--- config.mk ---
export PLATFORM = sky130hd
export DESIGN_NAME = down_cnt_ctrl
export DESIGN_NICKNAME = d
export VERILOG_FILES = /design/src/rtl/down_cnt_pkg.sv /design/src/rtl/dcnt_reg.sv /design/src/rtl/down_cnt_ctrl.sv
export SDC_FILE = /design/constraint.sdc
export NUM_CORES = 1
export LEC_CHECK = 0
export BUFFER_PORTS_ARGS = -buffer_cell sky130_fd_sc_hd__clkbuf_2
export CORE_MARGIN = 5
export CORE_UTILIZATION = 35
export CTS_BUF_LIST = sky130_fd_sc_hd__clkbuf_4 sky130_fd_sc_hd__clkbuf_8 sky130_fd_sc_hd__clkbuf_16
export DETAILED_ROUTE_END_ITERATION = 7
export SLEW_MARGIN = 20
export SYNTH_ARGS = -nofsm -noshare
export SYNTH_HDL_FRONTEND = slang
export SYNTH_SLANG_ARGS = --single-unit
--- constraint.sdc ---
create_clock -name clk -period 2.28 [get_ports clk]
set_input_delay 0.456 -clock clk [delete_from_list [all_inputs] [get_ports clk]]
set_output_delay 0.456 -clock clk [all_outputs]
set_load 0.05 [all_outputs]
--- src/rtl/down_cnt_pkg.sv ---
// Shared definitions for the down-counting iteration sequencer:
// FSM state encodings and the default operand width.
package down_cnt_pkg;

    localparam int DCNT_SIZE_DEF = 8;

    typedef enum logic [1:0] {
        ST_IDLE = 2'd0,
        ST_RUN  = 2'd1,
        ST_DONE = 2'd2
    } dcnt_st_e;

endpackage

--- src/rtl/dcnt_reg.sv ---
// Loadable down-count register with a saturating decrement
// and a terminal flag that marks the last step (q == 1).
module dcnt_reg
    import down_cnt_pkg::*;
#(
    parameter int SIZE = DCNT_SIZE_DEF
) (
    input  logic            clk,
    input  logic            rst,
    input  logic            clr_i,
    input  logic            ld_i,
    input  logic [SIZE-1:0] ld_val_i,
    input  logic            dec_i,
    output logic [SIZE-1:0] q_o,
    output logic            term_o
);

    logic [SIZE-1:0] q_q;
    logic [SIZE-1:0] q_d;

    always_comb begin
        q_d = q_q;
        if (clr_i) begin
            q_d = '0;
        end else if (ld_i) begin
            q_d = ld_val_i;
        end else if (dec_i && (q_q != '0)) begin
            // Guarded so the count can never wrap below zero.
            q_d = q_q - SIZE'(1);
        end
    end

    always_ff @(posedge clk or posedge rst) begin
        if (rst) begin
            q_q <= '0;
        end else begin
            q_q <= q_d;
        end
    end

    assign q_o    = q_q;
    assign term_o = (q_q == SIZE'(1));

endmodule

--- src/rtl/down_cnt_ctrl.sv ---
// Iteration sequencer: presents N, N-1, ..., 1 over a valid/ready handshake.
// Optional DOWN_CNT_ABORT_EN adds an abort input that returns to IDLE.
module down_cnt_ctrl
    import down_cnt_pkg::*;
#(
    parameter int SIZE = DCNT_SIZE_DEF
) (
    input  logic            clk,
    input  logic            rst,
    input  logic            start,
    input  logic [SIZE-1:0] d,
`ifdef DOWN_CNT_ABORT_EN
    input  logic            abort,
`endif
    output logic [SIZE-1:0] q,
    output logic            step_valid,
    input  logic            step_ready,
    output logic            busy,
    output logic            done,
    output logic            zero_op
);

    dcnt_st_e state_q;
    dcnt_st_e state_d;
    logic     zero_q;
    logic     zero_d;
    logic     ld;
    logic     dec;
    logic     clr;
    logic     term;
    logic     xfer;
    logic     abort_w;

`ifdef DOWN_CNT_ABORT_EN
    assign abort_w = abort;
`else
    assign abort_w = 1'b0;
`endif

    assign xfer = step_valid & step_ready;

    dcnt_reg #(
        .SIZE(SIZE)
    ) u_reg (
        .clk     (clk),
        .rst     (rst),
        .clr_i   (clr),
        .ld_i    (ld),
        .ld_val_i(d),
        .dec_i   (dec),
        .q_o     (q),
        .term_o  (term)
    );

    always_comb begin
        state_d = state_q;
        zero_d  = zero_q;
        ld      = 1'b0;
        dec     = 1'b0;
        clr     = 1'b0;
        unique case (state_q)
            ST_IDLE: begin
                if (start) begin
                    ld = 1'b1;
                    if (d == '0) begin
                        state_d = ST_DONE;
                        zero_d  = 1'b1;
                    end else begin
                        state_d = ST_RUN;
                    end
                end
            end
            ST_RUN: begin
                // Abort wins over a transfer in the same cycle.
                if (abort_w) begin
                    state_d = ST_IDLE;
                    clr     = 1'b1;
                end else if (xfer) begin
                    dec = 1'b1;
                    if (term) begin
                        state_d = ST_DONE;
                    end
                end
            end
            ST_DONE: begin
                state_d = ST_IDLE;
                zero_d  = 1'b0;
                clr     = abort_w;
            end
            default: begin
                state_d = ST_IDLE;
                zero_d  = 1'b0;
            end
        endcase
    end

    always_ff @(posedge clk or posedge rst) begin
        if (rst) begin
            state_q <= ST_IDLE;
            zero_q  <= 1'b0;
        end else begin
            state_q <= state_d;
            zero_q  <= zero_d;
        end
    end

    assign step_valid = (state_q == ST_RUN);
    assign busy       = (state_q != ST_IDLE);
    assign done       = (state_q == ST_DONE) & ~abort_w;
    assign zero_op    = zero_q & done;

endmodule

# ---- After elaboration in Yosys (flattened, before gate mapping)
# Cells that the tools add are included.
dict set report op_classes {
  n_addsub 1
  n_eq_ne 7
  muxes 14
  bitwise 3
  n_reduce_logical 8
}
# cell count
set ops {}
lappend ops {{8-bit two-way mux} 2}
lappend ops {{8-bit by 1-bit == test with 1-bit output, second input constant} 1}
lappend ops {{8-bit logical NOT} 1}
lappend ops {{2-bit two-way mux} 4}
lappend ops {{8-bit nonzero test} 1}
lappend ops {{8-bit by 1-bit subtractor with 8-bit output, second input constant} 1}
lappend ops {{1-bit two-way mux} 6}
lappend ops {{3-bit AND reduction} 2}
lappend ops {{2-bit by 1-bit != test with 1-bit output, second input constant} 2}
lappend ops {{2-bit != test, second input constant} 2}
lappend ops {{2-bit case mux with 2 select lines} 1}
lappend ops {{2-bit nonzero test} 2}
lappend ops {{1-bit AND} 2}
lappend ops {{2-bit by 1-bit == test with 1-bit output, second input constant} 1}
lappend ops {{2-bit == test, second input constant} 1}
lappend ops {{2-bit logical NOT} 1}
lappend ops {{1-bit case mux with 2 select lines} 1}
lappend ops {{1-bit logical AND} 1}
lappend ops {{1-bit NOT} 1}
dict set report totals {
  regBits 11
  inputBits 12
  out_inout_bits 12
  wordCells 36
}

# ---- Longest topological paths before layout
# Gate-level depths: netlist of the first run.
dict set report depth {
  word_depth 7
  mapped_depth 6
  mapped_depth_nobuf 6
}

# ---- Modules after synthesis
# A second synthesis of the first run with hierarchy kept.
dict set report unflattened {
  hier_cells 82
  hier_area_um2 757.0
}
# mod n_inst cells_each area_each_um2
set modules_own_cells {}
lappend modules_own_cells {dcnt_reg 1 60 571.8}
lappend modules_own_cells {down_cnt_ctrl 1 22 185.2}

# ---- Worst setup path after synthesis of the first run
# Ideal clock, no wire load.
dict set report synth_timing {
  path_type {register -> output}
  start {reg state_q[0]}
  end {out zero_op}
  arrival_time_ns 1.683
  slack_ns 0.141
  path_stages_with_launch 3
  path_buffers 0
  path_cell_list {dfrtp_1 nor2b_1 and2_1}
}
dict set report synth_via {
  elab_chain_len 2
}
# item line_no
set synth_rtl {}
lappend synth_rtl {{from (decl)} down_cnt_ctrl.sv:23} ;# dcnt_st_e state_q;
lappend synth_rtl {{from (signal assigned)} down_cnt_ctrl.sv:102} ;# state_q <= state_d;
lappend synth_rtl {{2-bit == test} down_cnt_ctrl.sv:109} ;# assign done = (state_q == ST_DONE) & ~abort_w;
lappend synth_rtl {{net done} down_cnt_ctrl.sv:19} ;# output logic done,
lappend synth_rtl {{1-bit AND} down_cnt_ctrl.sv:110} ;# assign zero_op = zero_q & done;
lappend synth_rtl {{to (decl)} down_cnt_ctrl.sv:20} ;# output logic zero_op
# The timed path passes the listed nets, and every way through them passes these cells.

# ---- Worst setup path after layout of the first run
dict set report layout_timing {
  start {reg u_reg.q_q[0], in the netlist u_reg.q_o[0]}
  end {reg u_reg.q_q[6], in the netlist u_reg.q_o[6]}
}
dict set report layout_via {
  elab_chain_len 3
  elab_cells_between_ends 6
}
# item line_no
set layout_rtl {}
lappend layout_rtl {{from (decl)} dcnt_reg.sv:18} ;# logic [SIZE-1:0] q_q;
lappend layout_rtl {{from (signal assigned)} dcnt_reg.sv:37} ;# q_q <= q_d;
lappend layout_rtl {{8-bit by 1-bit subtractor with 8-bit output / 8-bit nonzero test (equally long branches)} {dcnt_reg.sv:29, dcnt_reg.sv:27}}
lappend layout_rtl {{8-bit two-way mux / 1-bit logical AND (equally long branches)} dcnt_reg.sv:27} ;# end else if (dec_i && (q_q != '0)) begin
lappend layout_rtl {{8-bit two-way mux / 2-bit nonzero test (equally long branches)} -}
# Parallel ways exist; a longest one is shown, timed or not. The select of a mux whose other input is x is not followed.
# A chain may end at the register's enable or synchronous reset.

==> flow_summary.ini, run 1 <==
[synth]
synth_top_family_by_area = simple AND/OR/NAND/NOR gates
synth_seq_cells = 11
yosysWarnings = 0
synth_simple_gate_area_frac = 0.309
syn_inst = 79
syn_avg_cell_area_um2 = 9.28
synth.mux.area_fraction = 0.0563
yosysSeqAreaShare = 0.375
synth_xor_area_frac = 0
synth_compound_area_frac = 0.154
syn-num-nets = 94
synth_area_um2 = 733
synth_cell_types = 32
synth_fa_ha_area_frac = 0.0512

[detailed_routing]
initialDrtViolationCount = 6
via_per_inst = 5.35
drtPass1Iterations = 3
num_vias = 706
ant_nets = 0
drt-total-wl_um = 1870
drcViolationCount = 0
wl_per_cell_um = 14.1

[die]
initial_utilization = 0.370
fp.coreArea_um2 = 1980
io_pins = 24
dieArea_um2 = 3110
die_x_um = 55.8
die_h_um = 55.8
placementRows = 16

[outcome]
status = complete, no violations

[pwr]
power.density_nw_per_um2 = 1570
vdd_drop_max_mv = 0.683
leakage_nw = 0.424

[global_routing]
grt_pass1_wl_um = 3240
grt_usage = 0.132
grt_antenna_before_repair = 0
grt_start_max_net_pins = 12
grt_pass1_vias = 710
grt_overflow = 0

[timing]
hold_viol_final = 0
finalSetupTns_ns = 0
fin_skew_ns = 0.00188
setup_viol = 0
period_needed_ns = 1.90
rsz0062_at_grt = no
worst_slack_ns = 0.381
fmax_mhz = 527
maxSlewViolCount = 0
relSlewSlack = 0.702
worst_slew_pin_slew_ns = 0.447
finalCritPeriodShare = 0.833

[clocking]
cts-resized-gates = 0
htreeDepth = 1
worstSkewPairLatency_ns = 0.27
cts_setup_buffers = 0
cts_buffers = 3
cts_sinks = 11
ctsRootBufferMaster = clkbuf_4
clk_pin_slew_worst_paths_ns = 0.07
cts_buffer_depth = 2
cts_hold_buffers = 0
cts_tree = built

[hold_path]
hp-class = in -> async

[setup_path]
rr_worst_depth = 6
worstPathRequired_ns = 2.44
crit_type = reg -> reg
start_kind = register
cp_max_fo = 8
cp.arrival_ns = 2.05
endpoint_kind = register

[layout]
multi_input_area_um2 = 418
seq_area_um2 = 275
drive_gt1_frac = 0.314
diodes = 0
layout.nets = 121
layout_commonest_cell = clkbuf_2
fillers = 201
mostFrequentLayoutCells = clkbuf_2 (23), dfrtp_1 (11), nor2_1 (9)
area_growth_pct = 23.5

[place]
detailed_place_hpwl_um = 1470
place_ws_ns = 0.446
place.gp.congestion = 0.766
io_buffers = 23

[flow_run]
drv_cap = 0
==> Yosys cell counts, drive strengths merged <==
library cell	number	share of area
nor3b	2	0.020
nor2	9	0.046
a21oi	2	0.014
a221o	3	0.041
o21ai	1	0.0068
and2	1	0.0085
inv	5	0.026
and3	2	0.019
mux2	1	0.015
nand2	3	0.015
mux2i	3	0.041
nor2b	1	0.0085
nand4	1	0.0085
nor3	7	0.048
or2	1	0.0085
nand3b	1	0.010
buf	3	0.029
or4	3	0.031
or3b	1	0.012
ha	3	0.051
dfrtp	11	0.38
a31o	1	0.012
nand3	4	0.027
nor4	3	0.046
a31oi	2	0.026
o221a	1	0.015
o22ai	1	0.0085
a211oi	3	0.031
==> metrics by stage <==
stage          cell area (um2)  hold WS (ns)  power (mW)  std cells   util
2_1_floorplan              733         0.308        1.09         79      -
3_3_place_gp               876         0.462        1.27        128  0.442
3_5_place_dp               876         0.463        1.29        128  0.442
4_1_cts                    906         0.169        1.44        132  0.457
5_1_grt                    906         0.194        1.53        132  0.457
6_report                   906         0.161        1.43        132  0.457
==> sequential cells by signal (all words and copies together), names as in the netlist <==
signal and flops:
state_q 2, zero_q 1, u_reg.q_o 8
==> routing by layer <==
layer / global-route usage / wire [um] / vias up
met4: 0.0729 / 43 / 0
met1: 0.171 / 873 / 337
met5: 0 / 0 / -
met3: 0.0255 / 78 / 5
met2: 0.203 / 871 / 16
li1: - / - / 348
==> cell families after synthesis <==
kind of cell | count (synthesis)
AO/OA/AOI/OAI | 14
adder cells (fa/ha/maj) | 3
buffers and inverters | 8
flip-flops | 11
multiplexers | 4
AND/OR/NAND/NOR | 39
==> final cells by class <==
class                      instances  share of cell area
multi-input combinational         60               0.461
sequential                        11               0.304
timing repair buffer              25               0.144
tap                               27              0.0373
clock buffer                       4              0.0331
inverter                           5              0.0207
==> path summary, 6_finish.rpt <==
path                         startpoint      endpoint  slack (ns)
setup reg to reg           u_reg.q_o[0]  u_reg.q_o[6]        0.38
hold reg to reg                  zero_q        zero_q        0.49
max in group asynchronous           rst    state_q[0]        1.81
hold / removal                      rst  u_reg.q_o[4]        0.16
min in group clk                   d[6]  u_reg.q_o[6]        0.43
setup / recovery           u_reg.q_o[0]  u_reg.q_o[6]        0.38
==> power breakdown <==
group / switching (mW) / internal [mW]
Clock: 0.0631 / 0.0797
Combinational: 0.585 / 0.253
Sequential: 0.163 / 0.282
==> critical path, stage by stage (launching register included) <==
cell and delay [ns]:
dfrtp_1 0.46, inv_1 0.11, ha_1 0.19, nor3b_1 0.40, nor3b_1 0.24, mux2i_1 0.10
a221o_1 0.29
Power figures use the tool's default switching activity.
==> run 2: changes to the inputs <==
clock period = 1.9 ns   (was 2.28 ns; I/O delays follow)
==> flow_summary.ini, run 2 (same netlist as run 1, synthesis figures left out) <==
[outcome]
status = complete, no violations

[hold_path]
hp-class = in -> async

[die]
io_pins = 24
die_x_um = 55.8
placementRows = 16
initial_utilization = 0.370
dieArea_um2 = 3110
fp.coreArea_um2 = 1980
die_h_um = 55.8

[detailed_routing]
via_per_inst = 5.10
drt-total-wl_um = 1850
wl_per_cell_um = 13.7
initialDrtViolationCount = 9
ant_nets = 0
num_vias = 689
drtPass1Iterations = 4
drcViolationCount = 0

[clocking]
cts_sinks = 11
cts_buffers = 3
htreeDepth = 1
cts_setup_buffers = 0
worstSkewPairLatency_ns = 0.27
cts_buffer_depth = 2
clk_pin_slew_worst_paths_ns = 0.08
cts_tree = built
ctsRootBufferMaster = clkbuf_4

[timing]
rsz0062_at_grt = no
relSlewSlack = 0.690
maxSlewViolCount = 0
finalCritPeriodShare = 0.909
finalSetupTns_ns = 0
worst_slew_pin_slew_ns = 0.465
fmax_mhz = 579
hold_viol_final = 0
fin_skew_ns = 0.00247
period_needed_ns = 1.73
setup_viol = 0

[setup_path]
cp_max_fo = 6
cp_num_buf_inv = 1
crit_type = reg -> reg
endpoint_kind = register
worstPathRequired_ns = 2.05
start_kind = register
cp.depth = 6
cpPeakStageDelay_ns = 0.44
cp.arrival_ns = 1.88
cp_cell_sequence = inv_1 > ha_1 > nor3b_2 > nor3b_1 > mux2i_1 > a221o_1
cpLargestDelayFamily = simple AND/OR/NAND/NOR gates
rr_worst_depth = 6
crit_slowest_cell = dfrtp_2

[place]
io_buffers = 23
place.gp.congestion = 0.797
detailed_place_hpwl_um = 1480

[layout]
drive_gt1_frac = 0.370
layout_commonest_cell = clkbuf_2
area_growth_pct = 28.0
largest_register_ff_count = 8
fillers = 199
layout.nets = 124
diodes = 0
mostFrequentLayoutCells = clkbuf_2 (23), nor2_1 (9), dfrtp_1 (9)

[global_routing]
grt_usage = 0.127
grt_pass1_wl_um = 3170
grt_pass1_vias = 721
grt_overflow = 0
grt_antenna_before_repair = 0
grt_start_max_net_pins = 12

[flow_run]
drv_cap = 0

[pwr]
p_total_mw = 1.76
vdd_drop_max_mv = 0.741
power.density_nw_per_um2 = 1870
leakage_nw = 0.438
-- run 2: cell count changes in the layout (fill, tap and decap cells not counted), sizes merged --
cell and change:
buf +3
-- run 2: cell type report --
| type | count | area [um2] | share of cell area |
|---|---|---|---|
| multi-input combinational | 60 | 425 | 0.453 |
| sequential | 11 | 278 | 0.296 |
| timing repair buffer | 28 | 153 | 0.163 |
| tap | 27 | 33.8 | 0.0360 |
| clock buffer | 4 | 30.0 | 0.0320 |
| inverter | 5 | 18.8 | 0.0200 |
-- run 2: repair_timing --
| action | in CTS | in global routing |
|---|---|---|
| resized for setup | 0 | 1 |
| hold buffers | 0 | 0 |
| endpoints found under the setup margin | 0 | 1 |
| endpoints found under the hold margin | 0 | 0 |
-- run 2: per-layer routing --
layer	vias up	share of wire	GRT usage
li1	355	-	-
met1	319	0.45	0.160
met2	11	0.50	0.211
met3	4	0.027	0.0162
met4	0	0.022	0.0660
met5	-	0	0
-- run 2: path summary, 6_finish.rpt --
kind                       slack (ns)            to    startpoint
setup reg to reg                 0.17  u_reg.q_o[6]  u_reg.q_o[1]
hold / removal                   0.09        zero_q           rst
hold reg to reg                  0.51        zero_q        zero_q
setup / recovery                 0.17  u_reg.q_o[6]  u_reg.q_o[1]
max in group asynchronous        1.46  u_reg.q_o[1]           rst
min in group clk                 0.36  u_reg.q_o[6]          d[6]
-- run 2: through the flow --
step	hold WS (ns)	cell area (um2)	setup WS (ns)	utilization	instances
2_1_floorplan	0.232	738	0.0423	-	79
3_3_place_gp	0.390	903	0.144	0.456	131
3_5_place_dp	0.392	903	0.0878	0.456	131
4_1_cts	0.101	933	0.0656	0.471	135
5_1_grt	0.130	938	0.0755	0.473	135
6_report	0.0897	938	0.173	0.473	135
-- run 2: report_power, final --
| group | total [mW] | switching (mW) | leakage, nW | internal, mW |
|---|---|---|---|---|
| logic | 1.08 | 0.737 | 0.290 | 0.342 |
| registers | 0.500 | 0.158 | 0.130 | 0.343 |
| clock network | 0.180 | 0.0851 | 0.0184 | 0.0954 |
| total | 1.76 | 0.979 | 0.438 | 0.780 |
-- run 2: worst reg2reg max path, stage by stage (launching register included) --
cell and delay [ns]:
dfrtp_2 0.44, inv_1 0.10, ha_1 0.19, nor3b_2 0.25, nor3b_1 0.23, mux2i_1 0.10
a221o_1 0.30
